===== config.mk =====
export PLATFORM = sky130hd
export DESIGN_NAME = udp_ip_recv
export DESIGN_NICKNAME = d
export VERILOG_FILES = /design/src/rtl/udp_ip_recv.sv
export SDC_FILE = /design/constraint.sdc
export NUM_CORES = 1
export LEC_CHECK = 0
export ABC_AREA = 1
export CAP_MARGIN = 30
export CORE_MARGIN = 5
export CORE_UTILIZATION = 50
export CTS_CLUSTER_SIZE = 30
export DETAILED_ROUTE_END_ITERATION = 6
export PLACE_DENSITY_LB_ADDON = 0.25
export SYNTH_ARGS = -nofsm -noshare
export SYNTH_HDL_FRONTEND = slang
export SYNTH_SLANG_ARGS = --single-unit

===== constraint.sdc =====
create_clock -name clk -period 24.8 [get_ports clk]
set_input_delay 2.48 -clock clk [delete_from_list [all_inputs] [get_ports clk]]
set_output_delay 2.48 -clock clk [all_outputs]
set_load 0.005 [all_outputs]

===== src/rtl/udp_ip_recv.sv =====
// udp_ip_recv: IPv4/UDP receive parser. Validates the IP and UDP headers of one
// packet per input frame, strips them, and streams the UDP payload out with sideband
// metadata. Optional macro UDP_RX_IPCSUM_EN enables IPv4 header checksum checking.
module udp_ip_recv #(
  parameter int unsigned CHECK_DST_IP = 1,
  parameter int unsigned ACCEPT_BCAST = 1,
  parameter int unsigned CNT_W        = 16
) (
  input  logic             clk,
  input  logic             reset,
  input  logic [31:0]      local_IP_in,
  input  logic [31:0]      axis_tdata_in,
  input  logic             axis_tvalid_in,
  input  logic [3:0]       axis_tkeep_in,
  input  logic             axis_tlast_in,
  output logic             axis_tready_out,
  output logic [31:0]      udp_data_out,
  output logic             udp_valid_out,
  output logic [3:0]       udp_keep_out,
  output logic             udp_last_out,
  input  logic             udp_ready_in,
  output logic [31:0]      src_ip_out,
  output logic [15:0]      src_port_out,
  output logic [15:0]      dst_port_out,
  output logic [15:0]      payload_len_out,
  output logic             meta_valid_out,
  output logic             drop_pulse_out,
  output logic             err_trunc_out,
  output logic [CNT_W-1:0] good_cnt_out,
  output logic [CNT_W-1:0] drop_cnt_out
);

  // StPad discards trailing Ethernet padding without counting a drop.
  typedef enum logic [1:0] {StHdr, StDrop, StPayload, StPad} state_e;

  state_e      state_q, state_d;
  logic [2:0]  wcnt_q;
  logic        bad_q;
  logic [15:0] total_len_q;
  logic [31:0] src_ip_q;
  logic [31:0] ports_q;
  logic [15:0] rem_q;
  logic        trunc_q;

  logic        in_fire, out_fire;
  logic        dst_ok, word_bad, csum_bad;
  logic        hdr_last, hdr_good, short_evt, trunc_evt, drop_evt;
  logic [15:0] udp_len;
  logic [3:0]  last_keep;

  assign in_fire   = axis_tvalid_in && axis_tready_out;
  assign out_fire  = udp_valid_out && udp_ready_in;
  assign udp_len   = axis_tdata_in[31:16];
  assign hdr_last  = (state_q == StHdr) && in_fire && (wcnt_q == 3'd6);
  assign hdr_good  = hdr_last && !(bad_q || word_bad || csum_bad) && !axis_tlast_in;
  assign short_evt = (state_q == StHdr) && in_fire && (wcnt_q != 3'd6) && axis_tlast_in;
  assign trunc_evt = (state_q == StPayload) && in_fire && (rem_q > 16'd4) && axis_tlast_in;
  // A header that is good but ends on W6 carries no payload, so it is dropped too.
  assign drop_evt  = short_evt || (hdr_last && !hdr_good) || trunc_evt;

  // Destination address filter.
  always_comb begin
    dst_ok = 1'b1;
    if (CHECK_DST_IP != 0) begin
      dst_ok = (axis_tdata_in == local_IP_in) ||
               ((ACCEPT_BCAST != 0) && (axis_tdata_in == 32'hFFFF_FFFF));
    end
  end

  // Per-word header checks, folded into the sticky bad flag.
  always_comb begin
    word_bad = 1'b0;
    unique case (wcnt_q)
      3'd0:    word_bad = (axis_tdata_in[31:24] != 8'h45);
      3'd1:    word_bad = axis_tdata_in[13] || (axis_tdata_in[12:0] != 13'd0);
      3'd2:    word_bad = (axis_tdata_in[23:16] != 8'd17);
      3'd4:    word_bad = !dst_ok;
      3'd6:    word_bad = (udp_len <= 16'd8) ||
                          (({1'b0, udp_len} + 17'd20) > {1'b0, total_len_q});
      default: word_bad = 1'b0;
    endcase
  end

`ifdef UDP_RX_IPCSUM_EN
  logic [15:0] csum_q, csum_base, csum_mid, csum_new;
  logic [16:0] sum_a, sum_b;

  // One's-complement add of both halfwords of the current beat, end-around carry.
  always_comb begin
    csum_base = (wcnt_q == 3'd0) ? 16'h0000 : csum_q;
    sum_a     = {1'b0, csum_base} + {1'b0, axis_tdata_in[31:16]};
    csum_mid  = sum_a[15:0] + {15'd0, sum_a[16]};
    sum_b     = {1'b0, csum_mid} + {1'b0, axis_tdata_in[15:0]};
    csum_new  = sum_b[15:0] + {15'd0, sum_b[16]};
  end

  // Accumulate over W0..W4; the result is stable by the W6 decision.
  always_ff @(posedge clk or posedge reset) begin
    if (reset) begin
      csum_q <= 16'h0000;
    end else if ((state_q == StHdr) && in_fire && (wcnt_q <= 3'd4)) begin
      csum_q <= csum_new;
    end
  end

  assign csum_bad = (csum_q != 16'hFFFF);
`else
  assign csum_bad = 1'b0;
`endif

  // Byte enables for the final payload beat.
  always_comb begin
    last_keep = 4'b1111;
    unique case (rem_q[2:0])
      3'd1:    last_keep = 4'b1000;
      3'd2:    last_keep = 4'b1100;
      3'd3:    last_keep = 4'b1110;
      default: last_keep = 4'b1111;
    endcase
  end

  // FSM state register.
  always_ff @(posedge clk or posedge reset) begin
    if (reset) state_q <= StHdr;
    else       state_q <= state_d;
  end

  // FSM next-state logic.
  always_comb begin
    state_d = state_q;
    unique case (state_q)
      StHdr: begin
        if (hdr_good)                       state_d = StPayload;
        else if (hdr_last && !axis_tlast_in) state_d = StDrop;
      end
      StDrop, StPad: begin
        if (in_fire && axis_tlast_in) state_d = StHdr;
      end
      StPayload: begin
        if (in_fire) begin
          if (rem_q <= 16'd4)     state_d = axis_tlast_in ? StHdr : StPad;
          else if (axis_tlast_in) state_d = StHdr;
        end
      end
      default: state_d = StHdr;
    endcase
  end

  // FSM outputs: input ready. W6 is held off while the previous packet's output is
  // still pending so its metadata cannot be overwritten.
  always_comb begin
    axis_tready_out = 1'b1;
    unique case (state_q)
      StHdr:     axis_tready_out = !((wcnt_q == 3'd6) && meta_valid_out);
      StPayload: axis_tready_out = !udp_valid_out || udp_ready_in;
      default:   axis_tready_out = 1'b1;
    endcase
  end

  // Header capture, metadata, output stage and statistics.
  always_ff @(posedge clk or posedge reset) begin
    if (reset) begin
      wcnt_q          <= 3'd0;
      bad_q           <= 1'b0;
      total_len_q     <= 16'd0;
      src_ip_q        <= 32'd0;
      ports_q         <= 32'd0;
      rem_q           <= 16'd0;
      trunc_q         <= 1'b0;
      udp_data_out    <= 32'd0;
      udp_valid_out   <= 1'b0;
      udp_keep_out    <= 4'd0;
      udp_last_out    <= 1'b0;
      src_ip_out      <= 32'd0;
      src_port_out    <= 16'd0;
      dst_port_out    <= 16'd0;
      payload_len_out <= 16'd0;
      meta_valid_out  <= 1'b0;
      drop_pulse_out  <= 1'b0;
      err_trunc_out   <= 1'b0;
      good_cnt_out    <= '0;
      drop_cnt_out    <= '0;
    end else begin
      drop_pulse_out <= drop_evt;
      err_trunc_out  <= trunc_evt;
      if (drop_evt) drop_cnt_out <= drop_cnt_out + CNT_W'(1);

      if ((state_q == StHdr) && in_fire) begin
        if ((wcnt_q == 3'd6) || axis_tlast_in) begin
          wcnt_q <= 3'd0;
          bad_q  <= 1'b0;
        end else begin
          wcnt_q <= wcnt_q + 3'd1;
          bad_q  <= bad_q || word_bad;
        end
        if (wcnt_q == 3'd0) total_len_q <= axis_tdata_in[15:0];
        if (wcnt_q == 3'd3) src_ip_q    <= axis_tdata_in;
        if (wcnt_q == 3'd5) ports_q     <= axis_tdata_in;
      end

      if (hdr_good) begin
        src_ip_out      <= src_ip_q;
        src_port_out    <= ports_q[31:16];
        dst_port_out    <= ports_q[15:0];
        payload_len_out <= udp_len - 16'd8;
        rem_q           <= udp_len - 16'd8;
        meta_valid_out  <= 1'b1;
        trunc_q         <= 1'b0;
      end

      if ((state_q == StPayload) && in_fire) begin
        udp_data_out  <= axis_tdata_in;
        udp_valid_out <= 1'b1;
        rem_q         <= rem_q - 16'd4;
        if (rem_q <= 16'd4) begin
          udp_last_out <= 1'b1;
          udp_keep_out <= last_keep;
        end else if (axis_tlast_in) begin
          udp_last_out <= 1'b1;
          udp_keep_out <= axis_tkeep_in;
          trunc_q      <= 1'b1;
        end else begin
          udp_last_out <= 1'b0;
          udp_keep_out <= 4'hF;
        end
      end else if (out_fire) begin
        udp_valid_out <= 1'b0;
        if (udp_last_out) begin
          meta_valid_out <= 1'b0;
          if (!trunc_q) good_cnt_out <= good_cnt_out + CNT_W'(1);
        end
      end
    end
  end

endmodule


==> metrics.log <==
INFO  metric finalCoreUtilization = 63.9%
INFO  metric drt_pre_antenna_iters = 5
INFO  metric fp.coreArea = 0.0250 mm^2
INFO  metric grt_max_degree = 120
INFO  metric grt_pass1_wl = 53500 um
INFO  metric crit_slowest_cell = clkdlybuf4s50_1
INFO  metric cpPeakStageDelay = 750 ps
INFO  metric power_report.internal_total = 0.00109 W
INFO  metric share_of_layout_cells_above_drive_strength_1 = 7.61%
INFO  metric worst_ir_drop_vdd = 0.0552 mV
INFO  metric final_max_slew_viol_count = 0
INFO  metric dp_cells = 1961
INFO  metric most_frequent_standard_cell_in_the_layout_excluding_fill_and_tap_cells = nand2_1
INFO  metric setup_viol = 0
INFO  metric post_cts_resized = 0
INFO  metric first_global_vias = 10200
INFO  metric synth.yosys.warnings = 0
INFO  metric cts-hold-fix-buffers = 0
INFO  metric die-area = 0.0283 mm^2
INFO  metric finalPower = 0.00161 W
INFO  metric critPathLaunchType = input port
INFO  metric cts-htree-levels = 1
INFO  metric rr_startpoint = wcnt_q[0]$_DFFE_PP0P_
INFO  metric cts-buffers-inserted = 27
INFO  metric totalNegativeSetupSlack = 0 ps
INFO  metric p_per_area = 101 mW/mm^2
INFO  metric nFillCells = 2135
INFO  metric die_height = 168 um
INFO  metric boundaryPins = 227
INFO  metric fp.dieW = 168 um
INFO  metric achievable_frequency = 0.143 GHz
INFO  metric cts-root-buf = clkbuf_16
INFO  metric worst-endpoint-arrival = 7400 ps
INFO  metric mostFrequentLayoutCells = nand2_1 (408), dfrtp_1 (256), clkdlybuf4s50_1 (226)
INFO  metric drv_cap = 0
INFO  metric clock_path_buffers = 3
INFO  metric num_clock_sinks = 256
INFO  metric layoutNonFillerInstCount = 2012
INFO  metric ant_nets = 0
INFO  metric tritoncts = yes
INFO  metric initial_utilization = 50.2%
INFO  metric clk_latency = 540 ps
INFO  metric routabilityCongestion = 0.873
INFO  metric drc = 0
INFO  metric critPathRequiredTime = 25210 ps
INFO  metric yosysSeqAreaShare = 51.1%
INFO  metric p_comb_share = 32.3%
INFO  metric fin_area = 0.0159 mm^2
INFO  metric grt_setup_unrepaired = false
INFO  metric vias = 10400
INFO  metric cp_dominant_cell_by_count = nand2_1
INFO  metric yosys_register_bits = 256
INFO  metric setup.worst_path.start = axis_tdata_in[19]
INFO  metric gr-total-overflow = 0
INFO  metric slew_headroom = 35.5%
INFO  metric post-dp-hpwl = 23200 um
INFO  metric tightestPinTransition = 968 ps
INFO  metric worstHoldPathType = reg2reg
INFO  metric postSynth.asyncResetShare = 100%
INFO  metric core.rowCount = 58
INFO  metric worstHoldStart = good_cnt_out[15]$_DFFE_PP0P_
INFO  metric ys_dominant_reg_cell = dfrtp_1
INFO  metric avgSynthCellArea = 8.59 um^2
INFO  metric final.setup_skew = 7.06 ps
INFO  metric netlist_instances = 1459
INFO  metric pwr-share-seq = 40.0%
INFO  metric net-switching-power = 0.000520 W
INFO  metric power.share.switching = 32.2%
INFO  metric drt-vias-per-instance = 5.18
INFO  metric cts.clk_slew.worst_paths = 60 ps
INFO  metric dr.first_iter.drc_count = 926
INFO  metric antenna_found_initial = 1
INFO  metric grtUsageTotal = 23.1%
INFO  metric critical_path_buf_inv_count = 5
INFO  metric timing_hold_violations_final = 0
INFO  metric synthesis.area = 0.0125 mm^2
INFO  metric postCtsSetupRepairBufs = 0
INFO  metric mappedNetlistNets = 1562
INFO  metric fin_crit = 6980 ps
INFO  metric wl_per_cell = 16.6 um
INFO  metric area.growth.synth_to_final = 27.3%
INFO  metric numPortBuffers = 226
INFO  metric cp_top_family = simple AND/OR/NAND/NOR gates
INFO  metric crit_fanout = 87
INFO  metric wl = 33400 um
INFO  metric synth.distinct_cells = 45
INFO  metric nets = 1765
INFO  metric post-route-period-util = 28.2%
INFO  metric timing.critical_path.to_type = flop
INFO  metric power.static_leakage = 7.61 nW
INFO  metric synth_edf_count = 0
INFO  metric outcome = finished clean
INFO  metric worstSetupPathType = in2reg
INFO  metric placement.cell_area = 0.0149 mm^2
INFO  metric p_clk_share = 27.6%
[path summary, 6_finish.rpt]
kind / depth (start not counted) / slack [ps] / to
min in group asynchronous: 2 / 2500 / udp_data_out[27]$_DFFE_PP0P_
setup reg to reg: 16 / 21150 / dst_port_out[0]$_DFFE_PP0P_
max in group asynchronous: 5 / 20340 / udp_data_out[28]$_DFFE_PP0P_
hold / removal: 1 / 470 / good_cnt_out[15]$_DFFE_PP0P_
hold reg to reg: 1 / 470 / good_cnt_out[15]$_DFFE_PP0P_
setup / recovery: 25 / 17820 / dst_port_out[0]$_DFFE_PP0P_
[worst reg2reg max path, delay by kind of cell, from the launching register on]
kind,cells,cell delay [ps]
AO/OA/AOI/OAI,2,250
buffers and inverters,5,1040
flip-flops,1,420
adder cells (fa/ha/maj),1,230
AND/OR/NAND/NOR,8,1590
[synthesized netlist by cell type, types with 5 or more instances]
cell,number,area [um^2]
nor4_1,6,37.5
buf_6,15,169
o21ai_2,40,350
xnor2_1,36,315
o21ai_0,132,661
xor2_1,43,377
nor3_1,20,100
clkbuf_1,24,90.1
inv_1,173,649
nand2_1,409,1540
nand4_1,19,119
buf_4,5,37.5
ha_1,30,375
dfrtp_1,256,6410
inv_2,8,30.0
a21oi_1,13,65.1
o21ai_1,31,155
buf_2,16,80.1
nand3_1,70,350
nor2_1,67,251
[metrics by stage]
step / setup WS (ps) / hold WS, ps
3_5_place_dp: 17270 / 461
5_1_grt: 17420 / 486
6_report: 17820 / 466
4_1_cts: 17790 / 474
2_1_floorplan: 15280 / 454
3_3_place_gp: 17440 / 460
[cell type report]
| type | count | area, um^2 | area share [%] |
|---|---|---|---|
| flip-flops and latches | 256 | 6410 | 40.2 |
| diodes | 1 | 2.50 | 0.0157 |
| repair buffers | 235 | 2370 | 14.9 |
| inverters | 182 | 691 | 4.33 |
| multi-input cells | 960 | 5070 | 31.8 |
| clock buffers | 37 | 793 | 4.97 |
| clock inverters | 11 | 199 | 1.25 |
| well taps | 330 | 413 | 2.59 |
[routing by layer]
metal  share of wire [%]  track usage [%]
met2                  46             37.1
met4                 2.3             6.21
met1                  44             32.6
met5                   0                0
met3                 7.6             4.44
[registers in the layout, indices dropped and copies added, names as in the netlist, 2 cells and up]
| name | cells |
|---|---|
| src_ip_q | 32 |
| dst_port_out | 16 |
| src_port_out | 16 |
| total_len_q | 16 |
| wcnt_q | 3 |
| udp_data_out | 32 |
| ports_q | 32 |
| good_cnt_out | 16 |
| state_q | 2 |
| src_ip_out | 32 |
| udp_keep_out | 4 |
| payload_len_out | 16 |
| drop_cnt_out | 16 |
| rem_q | 16 |
[power groups by stage]
stage          clock network [W]  registers, W  logic, W
2_1_floorplan                  0      0.000640  0.000278
3_3_place_gp                   0      0.000646  0.000504
3_5_place_dp                   0      0.000651  0.000522
4_1_cts                 0.000453      0.000646  0.000527
5_1_grt                 0.000470      0.000664  0.000587
6_report                0.000446      0.000646  0.000522
[logic make-up (layout without fill, tap and decap cells)]
logic type                 after synthesis  after routing  synth area share [%]
adders and majority gates               30             30                  3.00
and+or+nand+nor                        620            620                  20.9
muxes                                    2              2                 0.170
AOI/OAI and AO/OA                      229            229                  10.8
other                                    0              1                     0
xor gates and xnor gates                79             79                  5.52
DFF                                    256            256                  51.1
buffers and inverters                  243            465                  8.49
Note: power is estimated with default switching activity, not from simulation.
